--- config.mk ---
export PLATFORM = sky130hd
export DESIGN_NAME = inv_share_arb
export DESIGN_NICKNAME = d
export VERILOG_FILES = /design/src/rtl/inv_share_pkg.sv /design/src/rtl/inv_share_arb_rr_pick.sv /design/src/rtl/inv_share_arb.sv
export SDC_FILE = /design/constraint.sdc
export NUM_CORES = 1
export LEC_CHECK = 0
export CAP_MARGIN = 30
export CORE_ASPECT_RATIO = 0.75
export CORE_MARGIN = 4
export CORE_UTILIZATION = 31
export CTS_CLUSTER_DIAMETER = 200
export CTS_CLUSTER_SIZE = 28
export DETAILED_ROUTE_END_ITERATION = 10
export PLACE_DENSITY = 0.58
export SYNTH_ARGS = -nofsm -noshare
export SYNTH_HDL_FRONTEND = slang
export SYNTH_HIERARCHICAL = 1
export SYNTH_SLANG_ARGS = --single-unit
--- constraint.sdc ---
create_clock -name clk -period 3.4 [get_ports clk]
set_input_delay 0.34 -clock clk [delete_from_list [all_inputs] [get_ports clk]]
set_output_delay 0.34 -clock clk [all_outputs]
set_load 0.02 [all_outputs]
--- src/rtl/inv_share_pkg.sv ---
// Shared definitions for the inv_share_arb slice: FSM encoding, default sizes
// and the requester-index width helper.
package inv_share_pkg;

  typedef enum logic {
    IDLE  = 1'b0,
    ISSUE = 1'b1
  } state_t;

  localparam int DEF_N_REQ = 4;
  localparam int DEF_WIDTH = 8;

  // A single requester still needs a 1-bit index port.
  function automatic int id_width(input int n);
    return (n > 1) ? $clog2(n) : 1;
  endfunction

  localparam int DEF_ID_W = id_width(DEF_N_REQ);

endpackage

--- src/rtl/inv_share_arb_rr_pick.sv ---
// rr_pick: combinational round-robin selector. Scans req starting one past
// last_id, wrapping modulo N_REQ, and reports the first set index.
module rr_pick
  import inv_share_pkg::*;
#(
  parameter int N_REQ = DEF_N_REQ,
  parameter int ID_W  = id_width(N_REQ)
) (
  input  logic [N_REQ-1:0] req,
  input  logic [ID_W-1:0]  last_id,
  output logic [ID_W-1:0]  pick,
  output logic             found
);

  function automatic logic [ID_W-1:0] wrap_add(input logic [ID_W-1:0] base, input int off);
    return ID_W'((int'(base) + off) % N_REQ);
  endfunction

  // Offset N_REQ lands back on last_id, so it only wins when it is the sole requester.
  always_comb begin
    pick  = '0;
    found = 1'b0;
    for (int off = 1; off <= N_REQ; off++) begin
      if (!found && req[wrap_add(last_id, off)]) begin
        pick  = wrap_add(last_id, off);
        found = 1'b1;
      end
    end
  end

endmodule

--- src/rtl/inv_share_arb.sv ---
// inv_share_arb: round-robin arbiter in front of one shared registered inverter.
// Optional feature macro INV_SHARE_OP_CNT_EN adds a saturating 16-bit op_cnt output.
module inv_share_arb
  import inv_share_pkg::*;
#(
  parameter int N_REQ = DEF_N_REQ,
  parameter int WIDTH = DEF_WIDTH,
  localparam int ID_W = id_width(N_REQ)
) (
  input  logic                   clk,
  input  logic                   rst,
  input  logic [N_REQ-1:0]       req,
  input  logic [N_REQ*WIDTH-1:0] din,
  output logic [N_REQ-1:0]       gnt,
  output logic [WIDTH-1:0]       dout,
  output logic                   dout_valid,
  output logic [ID_W-1:0]        dout_id
`ifdef INV_SHARE_OP_CNT_EN
  ,
  output logic [15:0]            op_cnt
`endif
);

  localparam logic [N_REQ-1:0] ONE_HOT0  = N_REQ'(1);
  localparam logic [ID_W-1:0]  LAST_INIT = ID_W'(N_REQ - 1);

  state_t           state, next_state;
  logic [ID_W-1:0]  last_id;
  logic [ID_W-1:0]  pick;
  logic             found;
  logic [WIDTH-1:0] operand;

  rr_pick #(
    .N_REQ (N_REQ),
    .ID_W  (ID_W)
  ) u_pick (
    .req     (req),
    .last_id (last_id),
    .pick    (pick),
    .found   (found)
  );

  always_ff @(posedge clk or posedge rst) begin
    if (rst) state <= IDLE;
    else     state <= next_state;
  end

  always_comb begin
    next_state = state;
    case (state)
      IDLE:    if (found) next_state = ISSUE;
      ISSUE:   next_state = IDLE;
      default: next_state = IDLE;
    endcase
  end

  // last_id doubles as the in-flight owner, since it only moves on a grant.
  always_ff @(posedge clk or posedge rst) begin
    if (rst) begin
      gnt     <= '0;
      operand <= '0;
      last_id <= LAST_INIT;
    end else if (state == IDLE && found) begin
      gnt     <= ONE_HOT0 << pick;
      operand <= din[pick*WIDTH +: WIDTH];
      last_id <= pick;
    end else begin
      gnt     <= '0;
    end
  end

  always_ff @(posedge clk or posedge rst) begin
    if (rst) begin
      dout       <= '0;
      dout_valid <= 1'b0;
      dout_id    <= '0;
    end else if (state == ISSUE) begin
      dout       <= ~operand;
      dout_valid <= 1'b1;
      dout_id    <= last_id;
    end else begin
      dout_valid <= 1'b0;
    end
  end

`ifdef INV_SHARE_OP_CNT_EN
  always_ff @(posedge clk or posedge rst) begin
    if (rst)                                     op_cnt <= '0;
    else if (state == ISSUE && op_cnt != 16'hFFFF) op_cnt <= op_cnt + 16'd1;
  end
`endif

endmodule
==> results of run 1 <==
per-stage QoR:
| step | utilization (%) | total power, µW |
|---|---|---|
| finish | 50.8 | 1460 |
| global route | 50.8 | 1560 |
| CTS | 50.8 | 1480 |
| global placement | 48.2 | 1200 |
| floorplan | - | 957 |
| detailed placement | 48.9 | 1220 |
Yosys cell counts:
cell type  instances  area, µm²
dfrtp_1           24        601
dfstp_2            2       52.6
buf_6              1       11.3
buf_1              2       7.51
a31oi_1            1       6.26
nand2b_1           3       18.8
nor3b_1            1       7.51
nand2_1            1       3.75
and2b_1            1       7.51
and3_2             1       7.51
buf_2              2       10.0
nor2_1             9       33.8
and3b_2            2       20.0
mux4_2             5        113
a21oi_1            9       45.0
mux4_1             3       78.8
inv_1              3       11.3
nor2b_1            1       6.26
buf_4              1       7.51
mux2i_1            2       20.0
mux2_4             5       75.1
mux2_2             7       78.8
a21oi_2            1       8.76
o221ai_2           1       15.0
worst max-delay path: cells and delay by family:
kind,cells,cell delay (ns)
AOI/OAI and AO/OA,2,0.71
buffers and inverters,1,0.53
muxes,2,0.91
and+or+nand+nor,1,0.19
per-layer routing:
metal  vias to the layer above  GRT usage [%]  share of wire, %
met5                         -              0                 0
li1                        427              -                 -
met1                       464           16.8                42
met4                         0           2.11              0.36
met3                         2           6.48               7.8
met2                        30           21.0                50
flip-flops by register name, summed over array words and instances, names as in the netlist:
name	count
dout	8
dout_id	2
gnt	4
last_id	2
state	1
operand	8
dout_valid	1
cell usage in the layout (no fill, tap or decap):
| cell type | netlist | layout |
|---|---|---|
| clkdlybuf4s50_1 | 0 | 52 |
| dfrtp_1 | 24 | 24 |
| nor2_1 | 9 | 9 |
| a21oi_1 | 9 | 9 |
| mux2_2 | 7 | 7 |
| mux4_2 | 5 | 5 |
| mux2_4 | 5 | 5 |
| inv_1 | 3 | 3 |
| mux4_1 | 3 | 3 |
| clkbuf_8 | 0 | 3 |
| nand2b_1 | 3 | 3 |
| and3b_2 | 2 | 2 |
| mux2i_1 | 2 | 2 |
| dfstp_2 | 2 | 2 |
| buf_4 | 1 | 2 |
| nor2b_1 | 1 | 1 |
| nor3b_1 | 1 | 1 |
| and3_2 | 1 | 1 |
| bufinv_16 | 0 | 1 |
| buf_16 | 0 | 1 |
| and2b_1 | 1 | 1 |
| a21oi_2 | 1 | 1 |
| o221ai_2 | 1 | 1 |
| nand2_1 | 1 | 1 |
| a31oi_1 | 1 | 1 |
power by group:
group / total (µW) / switching, µW / internal (µW) / leakage, µW
Clock: 252 / 94.6 / 157 / 0.0000357
Sequential: 556 / 100 / 456 / 0.000305
Combinational: 651 / 269 / 381 / 0.000454
final timing paths:
path                               to  depth (start not counted)  slack (ns)  startpoint
min                           dout[5]                          2        0.33         rst
max reg2reg                operand[5]                          5        0.90  last_id[1]
min in group clk              dout[6]                          1        0.45  operand[6]
max                        operand[5]                          6        0.88      req[3]
max in group asynchronous  last_id[1]                          3        2.57         rst
min reg2reg                   dout[6]                          1        0.45  operand[6]
layout make-up:
class,instances,area share (%)
Clock buffer,3,2.16
Clock inverter,1,1.57
Sequential cell,26,34.2
Multi-Input combinational cell,53,28.6
Tap cell,52,3.41
Inverter,3,0.590
Timing Repair Buffer,55,29.5
kinds of logic after synthesis:
logic type | synth area share [%]
compound gates | 6.02
buf+inv | 3.82
flops | 52.4
mux | 29.3
simple gates | 8.43
==> out/results.ini, run 1 <==
[logic_synthesis]
netlist_area_um2 = 1250
syn_inst = 88
ys_seq_area_share_pct = 52.4
yosysWarnings = 6
synth_cell_types = 24
syn-num-nets = 126
ys_ff_latch = 26
avgSynthCellArea_um2 = 14.2

[placed_design]
placed_area_um2 = 1840
hpwl_um = 2390
io_buffers = 52
placed_cells = 189
place.gp.congestion = 0.714
dp_slack_ns = 0.591

[clock_tree]
cts_sinks = 26
clk_path_buf_depth = 2
cts_setup_buffers = 0
cts_hold_buf = 0
cts.clk_slew.worst_paths_ns = 0.09
clockRootBuffer = clkbuf_8
cts-resized-gates = 0
cts_buffers = 3
cts_tree = built
worst_skew_pair.late_latency_ns = 0.27
htreeDepth = 1

[outcome]
status = finished clean

[routing]
first_pass_iters = 3
wl_per_cell_um = 15.6
drcViolationCount = 0
drt-total-wl_um = 3020
vias = 923
vias_per_cell = 4.78
drtIter0Drc = 23
drtAntennaViolNets = 0

[power]
p_leak_uw = 0.000794
max-vdd-ir-drop_mv = 0.342
cellPowerDensity_nw_per_um2 = 764

[finish]
seq_area_um2 = 653
final_layout_size_suffix_gt1_share_pct = 22.0
syn_to_final_growth_pct = 53.2
n_fill_cell = 346
fin_nets = 180
stdcell_count = 193
fin_area_um2 = 1910
diodes = 0
multiInputGateArea_um2 = 546

[min_path]
hp-class = in2async

[timing]
hold_viol = 0
finalClockSkew_ns = 0.00554
worst_hold_slack_ns = 0.334
fmax_mhz = 397
slew_viol_final = 0
setup-tns-final_ns = 0
worst_slack_ns = 0.880
slew_headroom_pct = 43.0
worst_pin_slew_ns = 0.855
min_period_ns = 2.52
setup_violations = 0
rsz0062_at_grt = no
period_share_pct = 74.1

[critical_path]
crit_path_start_kind = input pin
required_ns = 3.56
cpMaxStageDelayCell = o221ai_2
worst-path-max-fanout = 13
critPathMaxStageDelay_ns = 0.66
worstPathArrival_ns = 2.68
end_kind = flip-flop
path_class = in2reg
cp_cell_sequence = clkdlybuf4s50_1 -> and2b_1 -> a21oi_2 -> o221ai_2 -> mux4_1 -> mux2_2

[floorplan]
ios = 53
die_y_um = 62.9
dieArea_um2 = 5110
rows = 19
coreArea_um2 = 3760
initial_core_util_pct = 33.2
die_w_um = 81.2

[grt]
grt_pass1_wl_um = 5200
globalRoute.totalOverflow = 0
grt_max_degree = 21
grt_usage_pct = 13.4
antenna_found_initial = 0
grt_pass1_vias = 1079

[run]
drv_cap = 0

(Power assumes the default switching activity.)
==> run 2, diff against run 1 <==
clock period = 2.6 ns   (was 3.4 ns; I/O delays follow)
==> out/results.ini, run 2 (synthesis results as in run 1) <==
[critical_path]
path_class = reg2reg  ; was in2reg
worst-path-max-fanout = 9  ; was 13
worstPathArrival_ns = 2.31  ; was 2.68 ns
crit_path_start_kind = flip-flop  ; was input pin
end_kind = flip-flop  ; unchanged
required_ns = 2.76  ; was 3.56 ns

[placed_design]
place.gp.congestion = 0.731  ; was 0.714
placed_area_um2 = 1860  ; was 1840 µm²
hpwl_um = 2530  ; was 2390 µm
dp_slack_ns = 0.243  ; was 0.591 ns
io_buffers = 52  ; unchanged
placed_cells = 194  ; was 189

[power]
cellPowerDensity_nw_per_um2 = 1010  ; was 764 nW/µm²
max-vdd-ir-drop_mv = 0.395  ; was 0.342 mV
p_total_uw = 1960  ; was 1460 µW
p_leak_uw = 0.000811  ; was 0.000794 µW

[finish]
syn_to_final_growth_pct = 54.6  ; was 53.2%
final_layout_size_suffix_gt1_share_pct = 24.7  ; was 22.0%
fin_area_um2 = 1930  ; was 1910 µm²
stdcell_count = 198  ; was 193
reg_top3 = dout (8), operand (8), gnt (4)  ; unchanged
diodes = 0  ; unchanged
fin_nets = 185  ; was 180
layout_common_cells = clkdlybuf4s50_1, dfrtp_1, nor2_1, a21oi_1, buf_4  ; was clkdlybuf4s50_1, dfrtp_1, nor2_1, a21oi_1, mux2_2
final_common_cell = clkdlybuf4s50_1  ; unchanged

[timing]
slew_headroom_pct = 77.7  ; was 43.0%
setup-tns-final_ns = 0  ; unchanged
worst_pin_slew_ns = 0.335  ; was 0.855 ns
period_share_pct = 82.5
slew_viol_final = 0  ; unchanged
fmax_mhz = 466
hold_viol = 0  ; unchanged
min_period_ns = 2.14
rsz0062_at_grt = no  ; unchanged
worst_slack_ns = 0.456  ; was 0.880 ns
finalClockSkew_ns = 0.00197  ; was 0.00554 ns
setup_violations = 0  ; unchanged

[floorplan]
die_y_um = 62.9  ; unchanged
die_w_um = 81.2  ; unchanged
rows = 19  ; unchanged
initial_core_util_pct = 33.2  ; unchanged
ios = 53  ; unchanged
coreArea_um2 = 3760  ; unchanged
dieArea_um2 = 5110  ; unchanged

[routing]
drtIter0Drc = 17  ; was 23
vias = 941  ; was 923
drcViolationCount = 0  ; unchanged
vias_per_cell = 4.75  ; was 4.78
wl_per_cell_um = 15.8  ; was 15.6 µm
drtAntennaViolNets = 0  ; unchanged
drt-total-wl_um = 3130  ; was 3020 µm
first_pass_iters = 3  ; unchanged

[clock_tree]
worst_skew_pair.late_latency_ns = 0.27  ; about the same
cts_hold_buf = 0  ; unchanged
htreeDepth = 1  ; unchanged
cts_setup_buffers = 0  ; unchanged
cts.clk_slew.worst_paths_ns = 0.09  ; about the same
cts_tree = built  ; unchanged
cts_buffers = 3  ; unchanged
cts-resized-gates = 0  ; unchanged
clockRootBuffer = clkbuf_8  ; unchanged
clk_path_buf_depth = 2  ; unchanged
cts_sinks = 26  ; unchanged

[run]
drv_cap = 0  ; unchanged

[grt]
antenna_found_initial = 0  ; unchanged
grt_pass1_vias = 1033  ; was 1079
grt_max_degree = 27  ; was 21
grt_pass1_wl_um = 4970  ; was 5200 µm
globalRoute.totalOverflow = 0  ; unchanged
grt_usage_pct = 12.8  ; was 13.4%

[outcome]
status = finished clean  ; unchanged

[min_path]
hp-class = in2async  ; unchanged

==> run 2: changes by cell type in the layout (fill, tap and decap cells not counted), sizes merged <==
cell	before	now
buf	3	8
==> run 2: path summary, 6_finish.rpt <==
check | from | to | slack (ns) | depth (start not counted)
setup / recovery | last_id[1] | operand[0] | 0.46 | 6
hold / removal | rst | dout[5] | 0.34 | 3
setup reg to reg | last_id[1] | operand[0] | 0.46 | 6
hold reg to reg | operand[0] | dout[0] | 0.46 | 1
max in group asynchronous | rst | last_id[1] | 1.96 | 3
min in group clk | operand[0] | dout[0] | 0.46 | 1
==> run 2: final cells by class <==
class                           count  area (µm²)
Fill cell                         356        1830
Clock buffer                        3        41.3
Tap cell                           52        65.1
Sequential cell                    26         653
Inverter                            3        11.3
Multi-Input combinational cell     53         546
Clock inverter                      1        30.0
Timing Repair Buffer               60         581
==> run 2: critical path, cell delays in order (launching register included) <==
cell and delay (ns):
dfstp_2 0.61, nand2b_1 0.15, a21oi_2 0.07, o221ai_2 0.18, buf_4 0.22, mux4_2 0.53
mux2_4 0.27
==> run 2: power breakdown <==
group / internal, µW / total, µW / switching (µW)
Sequential: 597 / 717 / 121
Clock: 206 / 331 / 125
Combinational: 528 / 907 / 379
Total: 1330 / 1960 / 625
==> run 2: through the flow <==
stage          util, %  hold WS (ns)
2_1_floorplan        -         0.299
3_3_place_gp      49.4         0.438
3_5_place_dp      49.4         0.442
4_1_cts           51.3         0.353
5_1_grt           51.3         0.368
6_report          51.3         0.343
==> run 2: per-layer routing <==
metal,global-route usage (%),share of wire [%],vias up
li1,-,-,437
met1,15.0,41,459
met2,21.8,49,39
met3,5.33,8.1,6
met4,2.53,1.3,0
met5,0,0,-
==> run 3, diff against run 2 <==
PLACE_DENSITY = 0.6   (was 0.58)
clock period = 1.75 ns   (was 2.6 ns; I/O delays follow)
==> out/results.ini, run 3 (synthesis results as in run 1) <==
[timing]
period_share_pct = 117  ; was 82.5%
hold_viol = 0  ; unchanged
rsz0062_at_grt = yes  ; was no
fmax_mhz = 490  ; was 466 MHz
slew_headroom_pct = 65.5  ; was 77.7%
setup_violations = 8  ; was 0
worst_pin_slew_ns = 0.517  ; was 0.335 ns
worst_slack_ns = -0.291  ; was 0.456 ns
finalClockSkew_ns = 0.00266  ; was 0.00197 ns
setup-tns-final_ns = -2.20  ; was 0 ns
slew_viol_final = 0  ; unchanged
min_period_ns = 2.04  ; was 2.14 ns

[outcome]
status = finished, violations left  ; was finished clean
violations = setup timing

[grt]
globalRoute.totalOverflow = 0  ; unchanged
grt_pass1_wl_um = 4660  ; was 4970 µm
antenna_found_initial = 0  ; unchanged
grt_pass1_vias = 974  ; was 1033
grt_usage_pct = 11.9  ; was 12.8%
grt_max_degree = 19  ; was 27

[run]
drv_cap = 0  ; unchanged

[clock_tree]
clockRootBuffer = clkbuf_8  ; unchanged
clk_path_buf_depth = 2  ; unchanged
cts_tree = built  ; unchanged
cts.clk_slew.worst_paths_ns = 0.08  ; was 0.09 ns
cts_buffers = 3  ; unchanged
cts_sinks = 26  ; unchanged
worst_skew_pair.late_latency_ns = 0.26  ; was 0.27 ns
htreeDepth = 1  ; unchanged

[routing]
vias_per_cell = 4.58  ; was 4.75
wl_per_cell_um = 14.0  ; was 15.8 µm
drcViolationCount = 0  ; unchanged
drtAntennaViolNets = 0  ; unchanged
vias = 929  ; was 941
drt-total-wl_um = 2840  ; was 3130 µm
drtIter0Drc = 43  ; was 17
first_pass_iters = 4  ; was 3

[critical_path]
required_ns = 1.90  ; was 2.76 ns
r2r_cells = 6  ; unchanged
path_class = reg2reg  ; unchanged
worst-path-max-fanout = 6  ; was 9
crit_path_start_kind = flip-flop  ; unchanged
end_kind = flip-flop  ; unchanged
worstPathArrival_ns = 2.20  ; was 2.31 ns

[placed_design]
io_buffers = 52  ; unchanged
hpwl_um = 2350  ; was 2530 µm
placed_area_um2 = 1890  ; was 1860 µm²
dp_slack_ns = -0.501  ; was 0.243 ns
place.gp.congestion = 0.712  ; was 0.731

[finish]
final_layout_size_suffix_gt1_share_pct = 29.8  ; was 24.7%
final_common_cell = clkdlybuf4s50_1  ; unchanged
fin_area_um2 = 1980  ; was 1930 µm²
syn_to_final_growth_pct = 58.8  ; was 54.6%
n_fill_cell = 341  ; was 356
fin_nets = 190  ; was 185
reg_top3 = dout (8), operand (8), gnt (4)  ; unchanged
layout_common_cells = clkdlybuf4s50_1, dfrtp_1, buf_4  ; was clkdlybuf4s50_1, dfrtp_1, nor2_1, a21oi_1, buf_4
diodes = 0  ; unchanged

[floorplan]
dieArea_um2 = 5110  ; unchanged
ios = 53  ; unchanged
rows = 19  ; unchanged
die_y_um = 62.9  ; unchanged
coreArea_um2 = 3760  ; unchanged
die_w_um = 81.2  ; unchanged
initial_core_util_pct = 33.2  ; unchanged

[min_path]
hp-class = in2async  ; unchanged

[power]
cellPowerDensity_nw_per_um2 = 1500  ; was 1010 nW/µm²
max-vdd-ir-drop_mv = 0.795  ; was 0.395 mV
p_leak_uw = 0.000843  ; was 0.000811 µW

[run 3: stage by stage]
| stage | utilization [%] | total power, µW | hold WS, ns | instances |
|---|---|---|---|---|
| final | 52.7 | 2970 | 0.241 | 203 |
| after global routing | 52.7 | 3160 | 0.277 | 203 |
| after CTS | 52.4 | 2980 | 0.247 | 203 |
| after detailed placement | 50.2 | 2430 | 0.437 | 198 |
| after global placement | 50.2 | 2410 | 0.437 | 198 |
| after floorplan | - | 1860 | 0.214 | 88 |
[run 3: worst max-delay path, stage by stage (launching register included)]
cell and delay, ns:
dfstp_2 0.59, nand2b_4 0.14, a21oi_2 0.05, o221ai_2 0.21, buf_6 0.17, mux4_2 0.50
mux2_4 0.26
[run 3: report_power, final]
group	total, µW	leakage (µW)	switching, µW	internal, µW
clock	480	0.0000357	175	306
sequential	1060	0.000305	172	887
combinational	1430	0.000503	562	869
total	2970	0.000843	908	2060
[run 3: worst paths after layout]
kind                       startpoint    endpoint  slack [ns]
min in group clk           operand[5]     dout[5]        0.45
max in group asynchronous         rst       state        1.01
hold reg to reg            operand[5]     dout[5]        0.45
setup reg to reg           last_id[1]  operand[3]       -0.29
setup / recovery           last_id[1]  operand[3]       -0.29
hold / removal                    rst     dout[3]        0.24
[run 3: area by class of cell]
type	count	area, µm²	area share [%]
Inverter	3	11.3	0.569
Multi-Input combinational cell	53	553	27.9
Sequential cell	26	653	33.0
Clock inverter	1	30.0	1.52
Clock buffer	3	41.3	2.09
Timing Repair Buffer	65	626	31.6
Tap cell	52	65.1	3.29
[run 3: routing by layer]
layer / GRT usage, % / vias up / part of all wire, %
met1: 16.5 / 455 / 45
met5: 0 / - / 0
li1: - / 444 / -
met4: 1.27 / 0 / 0.21
met3: 4.03 / 2 / 6.3
met2: 18.5 / 28 / 49
[run 3: repair_timing]
action                     4_1_cts  5_1_grt
pin swaps                        2        1
setup buffers                    1        0
setup endpoints to repair        8        8
hold buffers                     0        0
gates resized for setup          6        3
==> RTL edit (config.mk and constraints of run 2) <==
Build with the macro `INV_SHARE_OP_CNT_EN` defined.
--- a/src/rtl/inv_share_arb.sv
+++ b/src/rtl/inv_share_arb.sv
@@ -1,5 +1,7 @@
 // inv_share_arb: round-robin arbiter in front of one shared registered inverter.
 // Optional feature macro INV_SHARE_OP_CNT_EN adds a saturating 16-bit op_cnt output.
+`define INV_SHARE_OP_CNT_EN
+
 module inv_share_arb
   import inv_share_pkg::*;
 #(
Behaviour (old outputs only; new: op_cnt): same outputs for any inputs over 4 cycles, from zero or initial values and one cycle with rst high; that may be too few to reach the edited logic, so the function may still have changed.
==> RTL edit against run 2 <==
Wire length rose by 49%. Core utilization is 5.2 points lower. Power rose by 34%. Worst setup slack better by 0.17 ns. Clock power grew 18%. Sequential cell count is 16 higher. Design area rose by 51%. Area after synthesis grew 62%.
==> RTL edit: results (changes against run 2) <==
run_status:
  status: "completed"
synth:
  synth.distinct_cells: 33  # +38%
  postSynthCellCount: 181  # +110%
  synth.area.top_cells: "dfrtp_1 50%, mux4_2 8.9%, nand2_1 6.7%"
  synthesis.nets: 220  # +75%
  yosys-top-cells-count: "40 x dfrtp_1, 36 x nand2_1, 10 x inv_1"
place:
  dp.cells: 330  # +70%
  place_hpwl_um: 3640  # +44%
  gp_congestion: 0.840  # +15%
  dp_slack_ns: 0.425  # +0.182 ns
timing:
  finalClockSkew_ns: 0.00411  # +0.00214 ns
  maxSlewHeadroom: 0.480  # -0.296
critical_path:
  path_max_fanout: 12  # +3
  critPathArrivalTime_ns: 2.15  # -0.16 ns
  ff2ff_path_depth: 7  # +1
clock_tree:
  clk_pin_slew_worst_paths_ns: 0.07  # -0.02 ns
  h-tree-depth: 2  # +1
power_and_ir_drop:
  leakagePower_nw: 1.30  # +60%
  peakVddDrop_v: 0.000445  # +13%
  p_sw_frac: 0.360  # +0.0405
drt:
  vias: 1580  # +68%
  drt-initial-drc-count: 48  # +31
  vias_per_cell: 4.67  # -1.6%
finish:
  nNetsFinal: 295  # +59%
  top_regs: "op_cnt x16, dout x8, operand x8"
global_route:
  grtUsageTotal: 0.128  # about the same
  grt_max_degree: 23  # -15%
  grt_pass1_wl_um: 8000  # +61%
==> RTL edit: cell types whose count changed in the layout (fill, tap and decap cells not counted), moves of 6 or more <==
cell                    run 2  this run
clkdlybuf4s50_1            52        68
nand2_1                     1        36
inv_1                       3         9
dfrtp_1                    24        40
xor2_1                      0         9
nand3_1                     0         9
==> RTL edit: power by group through the flow <==
stage | Clock [mW] | Sequential [mW] | Combinational (mW)
after floorplan | 0 | 1.24 | 0.498
after CTS | 0.409 | 1.10 | 1.15
after global routing | 0.441 | 1.14 | 1.24
after global placement | 0 | 1.11 | 1.14
after detailed placement | 0 | 1.11 | 1.15
final | 0.389 | 1.09 | 1.14
==> RTL edit: cell families (layout without fill, tap and decap cells) <==
group / Yosys count / in the layout / share of synthesized area
buf+inv: 16 / 92 / 0.0304
mux: 18 / 18 / 0.141
compound gates: 9 / 9 / 0.0297
simple gates: 81 / 81 / 0.211
flops: 42 / 42 / 0.522
xor+xnor: 14 / 14 / 0.0607
fa+ha+maj: 1 / 1 / 0.00619
==> RTL edit: layout make-up <==
type	instances	area [sq um]	area share
repair buffers	74	738	0.253
inverters	10	37.5	0.0129
flip-flops and latches	42	1050	0.361
clock buffers	8	80.1	0.0275
multi-input cells	123	905	0.310
well taps	81	101	0.0348
==> RTL edit: how the worst max path moves through the flow <==
stage / startpoint / endpoint / slack, ns / cells past startpoint
after floorplan: last_id[1] / operand[0] / 0.60 / 7
after global placement: req[3] / operand[1] / 0.44 / 8
after detailed placement: req[3] / operand[7] / 0.43 / 8
after CTS: last_id[1] / operand[7] / 0.61 / 7
after global routing: last_id[1] / operand[3] / 0.48 / 7
final: last_id[1] / operand[7] / 0.62 / 7
==> RTL edit: through the flow <==
stage	power (mW)	cell area (sq um)
global route	2.82	2920
finish	2.62	2920
detailed placement	2.26	2840
global placement	2.25	2840
CTS	2.66	2920
floorplan	1.74	2020
==> RTL edit: critical path, stage by stage, from the launching register on <==
cell and delay [ns]:
dfstp_2 0.60, nand2b_1 0.15, a21oi_2 0.06, o221ai_2 0.16
buf_4 0.26, mux4_2 0.52, nand2_1 0.08, nand2_1 0.05
==> RTL edit: per-layer routing <==
metal / vias up / share of wire / track usage
li1: 778 / - / -
met1: 755 / 0.47 / 0.188
met2: 42 / 0.46 / 0.189
met3: 5 / 0.057 / 0.0279
met4: 0 / 0.0095 / 0.0359
met5: - / 0 / 0
